`src/rtl/rf_wb_sched.sv`:
```
// Register-file writeback scheduler: arbitrates ALU (A) and load (B) writebacks into a two-entry
// in-order queue that drains one write per cycle. B has priority; A wins after STARVE consecutive losses.
module rf_wb_sched #(
  parameter int W      = 8,
  parameter int D      = 3,
  parameter int STARVE = 2
) (
  input  logic              CLK,
  input  logic              reset,
  input  logic              a_valid,
  input  logic [D-1:0]      a_addr,
  input  logic [W-1:0]      a_data,
  output logic              a_ready,
  input  logic              b_valid,
  input  logic [D-1:0]      b_addr,
  input  logic [W-1:0]      b_data,
  output logic              b_ready,
  input  logic              hold,
  output logic              rf_we,
  output logic [D-1:0]      rf_waddr,
  output logic [W-1:0]      rf_wdata,
  output logic [2**D-1:0]   pend_mask,
  output logic [1:0]        q_count
);

  localparam logic [2:0] STARVE_L = 3'(STARVE);

  logic [1:0]   count;
  logic [2:0]   starve;
  logic [D-1:0] e0_addr, e1_addr;
  logic [W-1:0] e0_data, e1_data;

  logic         not_full;
  logic         a_win;
  logic         push;
  logic         pop;
  logic [1:0]   wr_pos;
  logic [D-1:0] push_addr;
  logic [W-1:0] push_data;

  always_comb begin
    // No pass-through: a slot freed by this cycle's pop is not offered until next cycle.
    not_full  = (count != 2'd2) && !reset;
    a_win     = a_valid && (!b_valid || (starve == STARVE_L));
    a_ready   = not_full && a_win;
    b_ready   = not_full && b_valid && !a_win;
    push      = a_ready || b_ready;
    push_addr = a_ready ? a_addr : b_addr;
    push_data = a_ready ? a_data : b_data;
    pop       = (count != 2'd0) && !hold && !reset;
    wr_pos    = count - {1'b0, pop};
    rf_we     = pop;
    rf_waddr  = e0_addr;
    rf_wdata  = e0_data;
    q_count   = count;
    pend_mask = '0;
    if (!reset) begin
      if (count != 2'd0) pend_mask[e0_addr] = 1'b1;
      if (count == 2'd2) pend_mask[e1_addr] = 1'b1;
    end
  end

  always_ff @(posedge CLK) begin
    if (reset) begin
      count  <= 2'd0;
      starve <= 3'd0;
    end else begin
      count <= count + {1'b0, push} - {1'b0, pop};
      // Only a cycle where B actually beat a waiting A counts as a loss for A.
      if (!a_valid || a_ready)
        starve <= 3'd0;
      else if (b_ready && (starve != STARVE_L))
        starve <= starve + 3'd1;
    end
  end

  // Entry payloads need no reset; occupancy is tracked by count alone.
  always_ff @(posedge CLK) begin
    if (pop && (count == 2'd2)) begin
      e0_addr <= e1_addr;
      e0_data <= e1_data;
    end
    if (push) begin
      if (wr_pos == 2'd0) begin
        e0_addr <= push_addr;
        e0_data <= push_data;
      end else begin
        e1_addr <= push_addr;
        e1_data <= push_data;
      end
    end
  end

endmodule

```
`config.mk`:
```
export PLATFORM = sky130hd
export DESIGN_NAME = rf_wb_sched
export DESIGN_NICKNAME = d
export VERILOG_FILES = /design/src/rtl/rf_wb_sched.sv
export SDC_FILE = /design/constraint.sdc
export NUM_CORES = 1
export LEC_CHECK = 0
export BUFFER_PORTS_ARGS = -buffer_cell sky130_fd_sc_hd__buf_2
export CORE_AREA = 2 2 61 63
export DETAILED_ROUTE_END_ITERATION = 10
export DIE_AREA = 0 0 63 65
export PLACE_DENSITY_LB_ADDON = 0.25
export SETUP_SLACK_MARGIN = 0.05
export SYNTH_ARGS = -nofsm -noshare
export SYNTH_HDL_FRONTEND = slang
export SYNTH_SLANG_ARGS = --single-unit
```
`constraint.sdc`:
```
create_clock -name CLK -period 1.8 [get_ports CLK]
set_clock_uncertainty 0.1 [all_clocks]
set_input_delay 0.27 -clock CLK [delete_from_list [all_inputs] [get_ports CLK]]
set_output_delay 0.27 -clock CLK [all_outputs]
set_load 0.05 [all_outputs]
```
==> metrics.md <==
| Metric | Value |
|---|---|
| Avg Cell Area, Syn | 11.61 um^2 |
| Leakage Power | 0.9947 nW |
| Switching Share | 45.73% |
| Mapped Cells | 128 |
| Fin crit share | 110.7% |
| Die width | 63 um |
| Pre-CTS WS | -198.6 ps |
| Setup TNS | -2413 ps |
| Count of final max-slew check failures | 0 |
| Synthesized area | 0.001486 mm^2 |
| Antenna violations before repair | 0 |
| GRT overflow | 0 |
| Final setup viols | 26 |
| Switching pwr | 1.441 mW |
| Layout cells sized above 1 | 70.59% |
| Flop pwr share | 30.5% |
| Total CTS buffers | 3 |
| H-tree levels | 1 |
| Final nets | 236 |
| Clk network pwr share | 8.4% |
| Status | finished with violations |
| FF+latch count, synth | 27 |
| Seq/Total Area, Yosys | 43.77% |
| Max_slew headroom | 80.55% |
| Top-area cell type share of the netlist area | 22.22% |
| Die footprint | 0.004095 mm^2 |
| Residual DRC | 0 |
| FILL cells | 278 |
| # rows | 22 |
| Antenna diode instance count | 0 |
| Total Routed Length | 3634 um |
| Area Overhead vs Synth | 56.31% |
| GRT Resource Usage Total | 18.65% |
| Pwr dens | 1356 mW/mm^2 |
| CTS sink cnt | 27 |
| Initial core utilization | 42.52% |
| Dominant cells by area after synthesis | edfxtp_1 22%, dfxtp_1 22%, mux2_2 18% |
| Worst-case vdd ir drop | 0.9293 mV |
| Worst path slowest cell | dfxtp_4 |
| Root buffer cell | clkbuf_4 |
| Chip Height | 65 um |
| Max clock buf depth | 2 |
| Setup crit end kind | output pin |
| Comb power frac | 61.1% |
| Core Footprint | 0.003496 mm^2 |
| Critical path fanouts, max | 6 |
| CP required | 1430 ps |
| Post-synth top area cell | edfxtp_1 |
| Fin crit period | 1993 ps |
| Via Count | 1293 |
| Routability congestion estimate | 0.7637 |
| Actual slew at the worst max-slew pin | 290.8 ps |
| First-pass GRT wire length | 5975 um |
| Maxcap violations | 0 |
| Yosys Warn Count | 0 |
| RSZ-0062 raised after global routing | true |
| Final Hold Slack | 142.7 ps |
| WL/cell | 14.42 um |
| Layout Utilization | 66.46% |
| Hold_buf cts | 0 |
| Avg Vias per Cell | 5.131 |
| Fmax | 501.7 MHz |
| Worst hold path type | in2reg |
| Worst path max stage delay | 390 ps |
| Cell internal pwr | 1.710 mW |
| Buf/Inv on CP | 2 |
| Critical path arrival | 1620 ps |
| # IOs | 51 |
| Critical path launch point type | flop |
| Worst skew pair latency | 320 ps |
| 1st-iter DRT viols | 48 |
| Placement Cell Area | 0.002009 mm^2 |
| Worst Slack Setup Final | -193.3 ps |
| Post-DP HPWL | 2556 um |
| 1st-pass router iterations | 4 |
| Synth cell types | 29 |
| IO buf count | 50 |
| Syn nets | 159 |
| Post-route design area | 0.002323 mm^2 |
| Largest net degree at the start of global routing | 15 |
| Failing checks | negative setup slack |
| Vias in the first global route | 1321 |
| Worst-path clk slew | 150 ps |
| CTS tree | done |
| Routed Antenna Nets | 0 |
| Final hold viol count | 0 |
| Kind of critical path | reg2out |
| Family with the most delay on the worst path | flip-flops |
| CP Cell Sequence | and2b_2 -> buf_6 -> a32oi_2 -> nor2_4 -> buf_2 |
-- path summary, 6_finish.rpt --
kind / startpoint / endpoint / slack, ps / depth (start not counted)
worst max-delay path: q_count[0] / pend_mask[5] / -190 / 5
worst min-delay path: reset / q_count[0] / 140 / 3
worst max register to register: starve[0] / rf_wdata[4] / -140 / 8
worst min register to register: starve[2] / starve[2] / 400 / 2
-- logic make-up (layout without fill, tap and decap cells) --
| kind of cell | Yosys count | in the layout | share of synthesized area [%] |
|---|---|---|---|
| compound gates | 17 | 17 | 8.586 |
| xor+xnor | 2 | 2 | 1.179 |
| fa+ha+maj | 4 | 4 | 3.367 |
| buf+inv | 8 | 84 | 3.198 |
| flops | 27 | 27 | 43.77 |
| mux | 33 | 33 | 27.27 |
| simple gates | 37 | 37 | 12.63 |
-- metrics by stage --
| step | cells | total power [mW] |
|---|---|---|
| 3_5_place_dp | 239 | 2.585 |
| 5_1_grt | 252 | 3.322 |
| 2_1_floorplan | 128 | 2.178 |
| 4_1_cts | 252 | 3.119 |
| 3_3_place_gp | 239 | 2.539 |
| 6_report | 252 | 3.150 |
-- layout by cell type (no fill, tap or decap), types with 3 or more instances in the layout --
| cell | n |
|---|---|
| mux2_2 | 11 |
| a22oi_1 | 3 |
| nor2b_1 | 5 |
| buf_6 | 10 |
| nand2_1 | 3 |
| dfxtp_1 | 11 |
| dfxtp_2 | 3 |
| edfxtp_1 | 11 |
| nor2_4 | 5 |
| a21oi_1 | 3 |
| mux2_4 | 22 |
| nor2_2 | 3 |
| buf_12 | 3 |
| a32oi_2 | 3 |
| nor2_1 | 5 |
| clkbuf_4 | 3 |
| buf_4 | 22 |
| buf_2 | 41 |
| ha_1 | 3 |
-- per-layer routing --
metal / global-route usage, % / part of all wire [%]
met1: 20.55 / 38
met2: 34.44 / 55
met3: 4.340 / 6.3
met4: 7.500 / 1.6
met5: 0 / 0
-- what timing repair did --
item / 4_1_cts / 5_1_grt
resized for setup: 45 / 13
buffers inserted: 9 / 0
setup endpoints to repair: 34 / 36
pin swaps: 5 / 3
-- cell usage after synthesis --
cell type / number
or4b_1: 1
xor2_1: 1
and2b_1: 1
mux2_4: 9
nand2_1: 4
a2111oi_0: 1
a211oi_1: 1
a32oi_1: 3
clkbuf_1: 1
mux2_2: 24
ha_1: 4
or3_1: 1
buf_6: 2
a211oi_4: 1
xnor2_1: 1
o21bai_1: 1
dfxtp_1: 16
buf_2: 2
nand4_1: 2
nor2b_1: 6
nor3_1: 2
edfxtp_1: 11
o21ai_0: 2
nor2_1: 13
nand2b_1: 4
nand3_1: 3
inv_1: 3
a22oi_1: 3
a21oi_1: 5
-- sequential cells by signal, indices dropped and copies added, names as in the netlist --
register / cells
rf_waddr: 3
rf_wdata: 8
starve: 3
q_count: 2
e1_addr: 3
e1_data: 8
-- layout make-up --
type | count | area [um^2] | area share (%)
clock buffer | 4 | 26.28 | 1.131
inverter | 3 | 11.26 | 0.4847
tap | 48 | 60.06 | 2.585
timing repair buffer | 77 | 558.0 | 24.02
multi-input combinational | 93 | 1006 | 43.30
sequential | 27 | 661.9 | 28.49
-- power by group through the flow --
stage / clock, mW / sequential [mW] / combinational (mW)
finish: 0.264 / 0.962 / 1.92
global route: 0.302 / 0.988 / 2.03
CTS: 0.275 / 0.958 / 1.89
detailed placement: 0 / 0.976 / 1.61
global placement: 0 / 0.966 / 1.57
floorplan: 0 / 1.47 / 0.709
-- tightest hold or removal path: cells and delay by family --
family	cells	cell delay [ps]
buf+inv	2	230
simple gates	1	50
Note: power is estimated with default switching activity, not from simulation.
